File: config.mk
export PLATFORM = sky130hd
export DESIGN_NAME = atm_balance_arbiter
export DESIGN_NICKNAME = d
export VERILOG_FILES = /design/src/rtl/atm_balance_arbiter.sv
export SDC_FILE = /design/constraint.sdc
export NUM_CORES = 1
export LEC_CHECK = 0
export CORE_MARGIN = 5
export CORE_UTILIZATION = 57
export CTS_BUF_LIST = sky130_fd_sc_hd__clkbuf_2 sky130_fd_sc_hd__clkbuf_4 sky130_fd_sc_hd__clkbuf_8
export DETAILED_ROUTE_END_ITERATION = 16
export HOLD_SLACK_MARGIN = 0.15
export PLACE_DENSITY_LB_ADDON = 0.1
export SYNTH_ARGS = -nofsm -noshare
export SYNTH_HDL_FRONTEND = slang
export SYNTH_SLANG_ARGS = --single-unit
File: constraint.sdc
create_clock -name clock -period 8 [get_ports clock]
set_clock_uncertainty 0.2 [all_clocks]
set_input_delay 1.6 -clock clock [delete_from_list [all_inputs] [get_ports clock]]
set_output_delay 1.6 -clock clock [all_outputs]
set_load 0.02 [all_outputs]
File: src/rtl/atm_balance_arbiter.sv
// atm_balance_arbiter: round-robin arbiter serialising deposits/withdrawals against one shared balance.
// Optional ATM_ARB_TXN_COUNT_EN enables the saturating successful-transaction counter on txn_count.
module atm_balance_arbiter #(
   parameter int N_REQ = 4,
   parameter int BAL_W = 64,
   parameter int AMT_W = 32,
   parameter logic [BAL_W-1:0] INIT_BALANCE = 64'h0000_0000_5ADB_6DFD
) (
   input  logic                   clock,
   input  logic                   reset,
   input  logic [N_REQ-1:0]       req,
   input  logic [N_REQ-1:0]       op_type,
   input  logic [N_REQ*AMT_W-1:0] amount,
   output logic [N_REQ-1:0]       grant,
   output logic                   done,
   output logic                   result_ok,
   output logic                   insufficient,
   output logic                   overflow,
   output logic [BAL_W-1:0]       balance,
   output logic                   busy,
   output logic [15:0]            txn_count
);
   localparam int IW = $clog2(N_REQ);
   typedef enum logic [2:0] {IDLE = 3'b001, EXEC = 3'b010, DONE = 3'b100} state_t;
   state_t state, stateNext;
   logic [IW-1:0] rrPtr, winner, pick;
   logic opLat;
   logic [AMT_W-1:0] amtLat;
   logic [BAL_W-1:0] amtExt;
   logic [BAL_W:0] sum;
   logic isInsuff, isOvf, isOk;
   // Scanning downward leaves the lowest offset from rrPtr as the final pick.
   always_comb begin
      pick = rrPtr;
      for (int k = N_REQ - 1; k >= 0; k--)
         if (req[(int'(rrPtr) + k) % N_REQ]) pick = IW'((int'(rrPtr) + k) % N_REQ);
   end
   assign amtExt   = BAL_W'(amtLat);
   assign sum      = {1'b0, balance} + {1'b0, amtExt};
   assign isInsuff = opLat && (amtExt > balance);
   assign isOvf    = !opLat && sum[BAL_W];
   assign isOk     = !isInsuff && !isOvf;
   assign busy     = (state != IDLE);
   always_ff @(posedge clock)
      state <= !reset ? IDLE : stateNext;
   always_comb begin
      stateNext = state == IDLE ? (|req ? EXEC : IDLE) :
                  state == EXEC ? DONE :
                  (state == DONE && req[winner]) ? DONE : IDLE;
   end
   always_ff @(posedge clock) begin
      if (!reset) begin
         grant        <= '0;
         done         <= 1'b0;
         result_ok    <= 1'b0;
         insufficient <= 1'b0;
         overflow     <= 1'b0;
         balance      <= INIT_BALANCE;
         rrPtr        <= '0;
         winner       <= '0;
         opLat        <= 1'b0;
         amtLat       <= '0;
      end else begin
         case (state)
            IDLE: if (|req) begin
               winner <= pick;
               opLat  <= op_type[pick];
               amtLat <= amount[pick*AMT_W +: AMT_W];
               grant  <= N_REQ'(1) << pick;
            end
            EXEC: begin
               done         <= 1'b1;
               result_ok    <= isOk;
               insufficient <= isInsuff;
               overflow     <= isOvf;
               if (isOk) balance <= opLat ? balance - amtExt : sum[BAL_W-1:0];
            end
            DONE: if (!req[winner]) begin
               grant        <= '0;
               done         <= 1'b0;
               result_ok    <= 1'b0;
               insufficient <= 1'b0;
               overflow     <= 1'b0;
               rrPtr        <= (winner == IW'(N_REQ - 1)) ? '0 : winner + 1'b1;
            end
            default: ;
         endcase
      end
   end
`ifdef ATM_ARB_TXN_COUNT_EN
   always_ff @(posedge clock)
      if (!reset) txn_count <= '0;
      else if (state == EXEC && isOk && txn_count != 16'hFFFF) txn_count <= txn_count + 16'd1;
`else
   assign txn_count = '0;
`endif
endmodule

* Word-level counts from Yosys, hierarchy flattened
Cells that the tools add are included.
Storage, ports and cells: flip-flop bits (word level) 112, input port bits 138
Operators by class: add/sub/neg operators 6, order comparisons 7, eq/ne operators 7, shifts and indexed selects 2, muxes and demuxes 33, bitwise logic cells 4, reductions and logical operators 18
Operators by type and width (count):
- $shiftx A128 B8 Y32 | 1
- $add A64 B32 Y65 | 1
- $gt A32 B64 Y1 | 1
- $mux W64 | 1
- $sub A64 B32 Y64 | 1
- $bmux W1 S2 | 6
- $lt A3 B4 Y1 const B | 3
- $mux W2 | 6
- $mux W1 | 10
- $lt A2 B3 Y1 const B | 3
- $mux W3 | 3
- $mux W4 | 2
- $pmux W1 S2 | 4
- $pmux W4 S2 | 1
- $reduce_and A2 Y1 | 4
- $reduce_or A2 Y1 | 3
- $add A2 B1 Y2 const B | 2
- $add A2 B2 Y2 const B | 2
- $logic_and A1 B1 Y1 | 4
- $reduce_bool A2 Y1 | 2
- $reduce_or A4 Y1 | 1
- $shl A1 B2 Y4 const A | 1
- $and A1 B1 Y1 const A | 3
- $eq A3 B1 Y1 const B | 1
- other kinds (9) | 11

* Logic depth before layout (Yosys ltp)
Gate-level depths: netlist (run 1).
depth in word-level cells 13, depth in mapped cells 16

* Least setup slack after synthesis (run 1)
No wires, ideal clock.
path type input port to flip-flop, from input port req[1], to register amtLat[0], arrival time 3464 ps, required time 7668 ps, path slack 4204 ps, stages 8, buffers on the path 2, cells stage by stage nor2_1 a21oi_1 o221ai_1 buf_2 buf_1 mux4_2 nand2_1 a21oi_1
On the way: cells in the longest elaborated chain, start to end 8, elaborated cells between the ends (all ways) 18, classes of those cells shift (1); mux (15); reduce/logical (2)
Ends and longest elaborated chain:
- from (decl) | RTL line 11 | input logic [N_REQ-1:0] req,
- $bmux W1 S2 | RTL line 36 | if (req[(int'(rrPtr) + k) % N_REQ]) pick = IW'((int'(rrPtr) + k) % N_REQ);
- $mux W1 (implied by the code) (2 in series) | RTL line 36
- $mux W2 (4 in series) | RTL line 36
- $shiftx A128 B8 Y32 | RTL line 68 | amtLat <= amount[pick*AMT_W +: AMT_W];
- to (signal assigned) | RTL line 68
- to (decl) | RTL line 28 | logic [AMT_W-1:0] amtLat;
Parallel ways exist; a longest one is shown, timed or not. The select of a mux whose other input is x is not followed. A chain may end at the register's enable or synchronous reset.

* Worst setup path in the final report (run 1)
from register amtLat[8], to register balance[44]
On the way: cells in the longest elaborated chain, start to end 5, elaborated cells between the ends (all ways) 10, classes of those cells add/sub (2); order compare (1); mux (1); reduce/logical (6)
Ends and longest elaborated chain:
- $add A64 B32 Y65 or $gt A32 B64 Y1 (tied branches) | RTL line 39, 40
- $logic_and A1 B1 Y1, on equally long branches | RTL line 41, 40
- $logic_not A1 Y1 | RTL line 42 | assign isOk = !isInsuff && !isOvf;
- $logic_and A1 B1 Y1 | RTL line 42
- $reduce_and A2 Y1 (no source line)
- to (signal assigned) | RTL line 76 | if (isOk) balance <= opLat ? balance - amtExt : sum[BAL_W-1:0];
- to (decl) | RTL line 19 | output logic [BAL_W-1:0] balance,
Parallel ways exist; a longest one is shown, timed or not.

==> out/qor.csv, run 1 <==
metric,value,unit
status,completed,
fraction of layout cells with a size suffix above 1,0.0730,
final worst path period share,0.550,
Pre-Repair DR Iteration Count,6,
CTS Buf Count,9,
CTS H-Tree Depth,3,
post-synthesis cell type count,97,
synth warn,0,
post-synthesis cell count,1339,
r2r setup slk,3600,ps
Final Total Pwr,0.00234,W
static leakage,4.65,nW
setup ws final,3600,ps
WL/cell,19.3,um
crit path kind,reg2reg,
crit path launch,amtLat[8],
Worst R2R Path Depth,13,
postcts setup bufs,0,
Synth Register Bits,112,
Worst setup SP type,register,
CTS tree,done,
most instantiated library cell after synthesis,nand2_1,
Buffers on Ports,210,
GR Overflow Total,0,
die area,20700,sq um
reg2reg start,amtLat[8],
DR vias/cell,6.36,
initial antenna violation count,0,
CP arrival,4530,ps
first-pass GRT wire length,52.8,mm
"Max FO, Critical Path",54,
Clock Tree Buf Depth,2,
post-layout util,0.701,
RSZ-0062 raised after global routing,false,
worst slew pin tran,969,ps
pre-CTS worst setup slack,3660,ps
highest clock rate,227,MHz
slew margin rel.,0.350,
syn avg cell area,7.62,sq um
Die W,144,um
routability cong.,0.955,
Final Hold Fails,0,
PwrDens,188,nW/um^2
Final Max Tran Viols,0,
Area contributors post-synth,"dfxtp_1 (22%), ha_1 (8.0%), mux4_2 (7.5%)",
"Cell Area, Synth",10200,sq um
Yosys top cell area share,0.220,
drt drc,0,
Final TNS setup,0,ps
All-Layer GR Usage,0.315,
CP Data Required Time,8130,ps
clk root buf,clkbuf_8,
routed vias,10900,
worst reg2reg path endpoint,balance[44],
fin nets,1680,
Die H,144,um
area growth from synthesis to layout,22.1,%
ant diodes,0,
Worst Hold Class,reg2reg,
largest net degree at the start of global routing,71,
clock sink count,112,
"EDFF count, synth",0,
WL final,33.0,mm
quantity of hold-fixing buffers added after cts,0,
core area,17800,sq um
clock slew seen by the registers of the worst setup and hold paths,120,ps
clk_lat worst skew,400,ps
prevailing post-synth register cell,dfxtp_1,
Resize count post-CTS,0,
Fin Hold WS,277,ps
# setup viols final,0,
peak supply drop,0.000127,V
dominant cell type by area after synthesis,dfxtp_1,
Crit. End Element,register,
Routed Antenna Nets,0,
Synth async-reset ratio,0,
dpl hpwl,25.6,mm
Initial Util,0.574,
Starting DRT DRC Count,965,
sequential area share after synthesis,0.220,
CP Capture Point,balance[44],
I/O Pins,227,
vias in the first global route,10300,
Commonest cells post-synth,"nand2_1 (161), a21oi_1 (149), dfxtp_1 (112)",
crit path time final,4400,ps
# rows,49,
Max Cap Viol,0,
## placed cells by master (no fill, tap or decap), drive strengths merged, types with 34 or more instances in the layout
cell type	netlist	final
clkdlybuf4s50	0	209
dfxtp	112	112
nand2	162	162
a21oi	150	150
ha	65	65
mux4	34	34
inv	76	79
nor3	42	42
nand3	34	34
nor2	99	99
o21ai	57	57
## critical path, cell delays in order (launching register included)
cell and delay [ps]:
dfxtp_1 470, inv_1 80, ha_1 480, and4_1 310, a41oi_1 130, nor2_1 180
o31ai_1 130, a21oi_2 360, nor2_2 110, nor2_1 340, nand2_2 350, buf_4 400
or4_1 570, a21oi_1 150
## area by class of cell
type	instances	area [sq um]
Multi-Input combinational cell	1054	7230
Fill cell	1495	5320
Sequential cell	112	2240
Timing Repair Buffer	221	2180
Inverter	77	289
Tap cell	229	287
Clock buffer	9	124
Clock inverter	7	108
## how the worst min path moves through the flow
stage                          end  cells past startpoint  startpoint  slack, ps
after floorplan           state[2]                      1    state[0]        240
after global placement        done                      2        done        250
after detailed placement      done                      2        done        250
after CTS                     done                      2        done        280
after global routing          done                      2        done        310
final                         done                      2        done        280
## stage by stage
step | cells | area (sq um)
2_1_floorplan | 1354 | 10300
3_3_place_gp | 1693 | 12200
3_5_place_dp | 1693 | 12200
4_1_cts | 1709 | 12500
5_1_grt | 1709 | 12500
6_report | 1709 | 12500
## power by group
| group | internal [W] | switching (W) | leakage (nW) |
|---|---|---|---|
| clock | 0.000157 | 0.000229 | 0.115 |
| combinational | 0.000514 | 0.000754 | 3.63 |
| sequential | 0.000610 | 0.0000767 | 0.913 |
## flip-flops by register name, indices dropped and copies added (netlist names)
signal / cells
opLat: 1
result_ok: 1
winner: 2
insufficient: 1
overflow: 1
balance: 64
state: 3
amtLat: 32
rrPtr: 2
done: 1
grant: 4
## logic make-up (layout without fill, tap and decap cells)
logic type	count (synthesis)	count (layout)	synth area share
simple gates	494	494	0.239
compound gates	394	394	0.258
buf+inv	188	314	0.0804
flops	112	112	0.220
fa+ha+maj	67	67	0.0836
mux	51	51	0.0917
xor+xnor	32	32	0.0275
other cells	1	16	0.000367
## layer usage
layer,track usage,up-vias,share of wire
li1,-,5138,-
met1,0.444,5101,0.43
met2,0.499,567,0.45
met3,0.0646,58,0.097
met4,0.0709,0,0.018
met5,0,-,0
Power figures use the tool's default switching activity.
==> run 2, diff against run 1 <==
--- a/config.mk
+++ b/config.mk
@@ -6,7 +6,7 @@
 export NUM_CORES = 1
 export LEC_CHECK = 0
 export CORE_MARGIN = 5
-export CORE_UTILIZATION = 57
+export CORE_UTILIZATION = 53
 export CTS_BUF_LIST = sky130_fd_sc_hd__clkbuf_2 sky130_fd_sc_hd__clkbuf_4 sky130_fd_sc_hd__clkbuf_8
 export DETAILED_ROUTE_END_ITERATION = 16
 export HOLD_SLACK_MARGIN = 0.15
==> constraint.sdc (replaced) <==
create_clock -name clock -period 4.3 [get_ports clock]
set_clock_uncertainty 0.2 [all_clocks]
set_input_delay 0.86 -clock clock [delete_from_list [all_inputs] [get_ports clock]]
set_output_delay 0.86 -clock clock [all_outputs]
set_load 0.02 [all_outputs]
==> out/qor.csv, run 2 (synthesis gave the netlist of run 1 again) <==
metric,value,unit,change
routed vias,11000,,+1.2%
Pre-Repair DR Iteration Count,7,,+1
Worst setup SP type,register,,
Buffers on Ports,210,,unchanged
PwrDens,345,nW/um^2,+84%
fin nets,1698,,+1.1%
All-Layer GR Usage,0.307,,-0.00807
r2r setup slk,290,ps,-3310 ps
Max Cap Viol,0,,unchanged
status,completed,,
crit path launch,amtLat[8],,
destination of the worst hold path,done,,
Fin Hold WS,269,ps,-7.68 ps
routability cong.,0.992,,+4.0%
highest clock rate,249,MHz,+9.8%
CP Data Required Time,4440,ps,-3690 ps
Final Hold Fails,0,,unchanged
Starting DRT DRC Count,922,,-4.5%
biggest regs,"balance x64, amtLat x32, grant x4",,
Die W,149,um,+3.4%
most frequent cells in the layout,"clkdlybuf4s50_1 (209), nand2_1 (160), a21oi_1 (148), dfxtp_1 (111), nor2_1 (98)",,
internal power,0.00234,W,+83%
Final Max Tran Viols,0,,unchanged
vias in the first global route,10300,,+0.34%
CP arrival,4150,ps,-380 ps
Worst R2R Path Depth,13,,unchanged
pre-CTS worst setup slack,337,ps,-3320 ps
WL/cell,19.9,um,+3.1%
static leakage,4.73,nW,+1.6%
sw frac,0.462,,+0.00939
reg2reg start,amtLat[8],,
dpl hpwl,27.4,mm,+7.1%
hold path start,done,,
CTS tree,done,,
Clock Tree Buf Depth,2,,unchanged
"commonest non-fill, non-tap cell in the layout",clkdlybuf4s50_1,,
initial antenna violation count,0,,unchanged
CTS H-Tree Depth,3,,unchanged
Worst Hold Class,reg2reg,,
Final Total Pwr,0.00435,W,+86%
clk_lat worst skew,410,ps,about the same
cell chain of the critical path,inv_1 > ha_1 > o21ai_0 > o21ai_1 > a41o_1 > o31ai_1 > a21oi_2 > nor2_2 > nor2_1 > nand2_2 > buf_4 > nor3_1 > mux2i_1,,
Seq pwr share,0.285,,-0.008
clk root buf,clkbuf_8,,
quantity of hold-fixing buffers added after cts,0,,unchanged
WHS Path Cells,2,,unchanged
core area,18800,sq um,+5.9%
slew margin rel.,0.278,,-0.0713
Resize count post-CTS,0,,unchanged
worst reg2reg path endpoint,balance[55],,
Gate power share,0.567,,+0.025
I/O Pins,227,,unchanged
area growth from synthesis to layout,23.7,%,
setup ws final,291,ps,-3310 ps
clock share of power,0.148,,-0.017
Final TNS setup,0,ps,unchanged
# setup viols final,0,,unchanged
RSZ-0062 raised after global routing,false,,
Die H,149,um,+3.4%
clock sink count,112,,unchanged
CTS Buf Count,9,,unchanged
Largest register FFs,64,,unchanged
# rows,50,,+2.0%
Routed Antenna Nets,0,,unchanged
peak supply drop,0.000146,V,+15%
Initial Util,0.542,,-0.0320
first-pass GRT wire length,54.9,mm,+3.9%
largest net degree at the start of global routing,71,,unchanged
crit path kind,reg2reg,,
drt drc,0,,unchanged
postcts setup bufs,0,,unchanged
CP max-delay cell,ha_1,,
fillers,1655,,+11%
"Max FO, Critical Path",24,,-56%
Net Switching,0.00201,W,+90%
DR vias/cell,6.25,,-1.6%
worst slew pin tran,1080,ps,+111 ps
WL final,35.0,mm,+6.0%
clock slew seen by the registers of the worst setup and hold paths,120,ps,about the same
fraction of layout cells with a size suffix above 1,0.0841,,+0.0111
final worst path period share,0.932,,+0.382
max incr delay on CP,470,ps,-100 ps
die area,22100,sq um,+7.0%
Crit. End Element,register,,
ant diodes,0,,unchanged
GR Overflow Total,0,,unchanged
crit path time final,4010,ps,-393 ps
Top reg by flops,balance,,
-- run 2: cell count changes in the layout (fill, tap and decap cells not counted) --
cell        delta
clkinv_4       +3
buf_4         +16
bufinv_16      -1
clkinvlp_4     +1
clkinv_8       -3
buf_12         +2
-- run 2: per-layer routing --
metal | wire [um] | global-route usage
met1 | 15200 | 0.431
met2 | 15900 | 0.493
met3 | 3210 | 0.0450
met4 | 721 | 0.0888
met5 | 0 | 0
-- run 2: how the worst max path moves through the flow --
| stage | depth (start not counted) | endpoint | slack, ps |
|---|---|---|---|
| floorplan | 14 | balance[59] | 960 |
| global placement | 14 | balance[55] | 460 |
| detailed placement | 14 | balance[55] | 340 |
| CTS | 14 | balance[55] | 310 |
| global route | 13 | balance[55] | 20 |
| finish | 13 | balance[55] | 290 |
-- run 2: stage by stage --
stage | instances | instance area [sq um] | util
floorplan | 1354 | 10300 | -
global placement | 1742 | 12400 | 0.660
detailed placement | 1742 | 12400 | 0.660
CTS | 1758 | 12600 | 0.670
global route | 1758 | 12600 | 0.670
finish | 1758 | 12600 | 0.670
-- run 2: power by group through the flow --
stage	clock network [W]	logic, W	registers (W)
floorplan	0	0.00166	0.00128
global placement	0	0.00239	0.00126
detailed placement	0	0.00240	0.00126
CTS	0.000652	0.00242	0.00124
global route	0.000691	0.00267	0.00126
finish	0.000643	0.00247	0.00124
-- run 2: cell type report --
class / instances / area [sq um] / area share
clock buffer: 9 / 124 / 0.00982
clock inverter: 7 / 62.6 / 0.00496
inverter: 77 / 289 / 0.0229
multi-input combinational: 1054 / 7230 / 0.573
sequential: 112 / 2240 / 0.178
tap: 260 / 325 / 0.0258
timing repair buffer: 239 / 2340 / 0.185
-- run 2: worst max-delay path, delay by kind of cell, from the launching register on --
family,cells,cell delay [ps]
compound gates,5,1190
buf+inv,2,400
simple gates,4,1090
fa+ha+maj,1,470
flops,1,380
mux,1,210
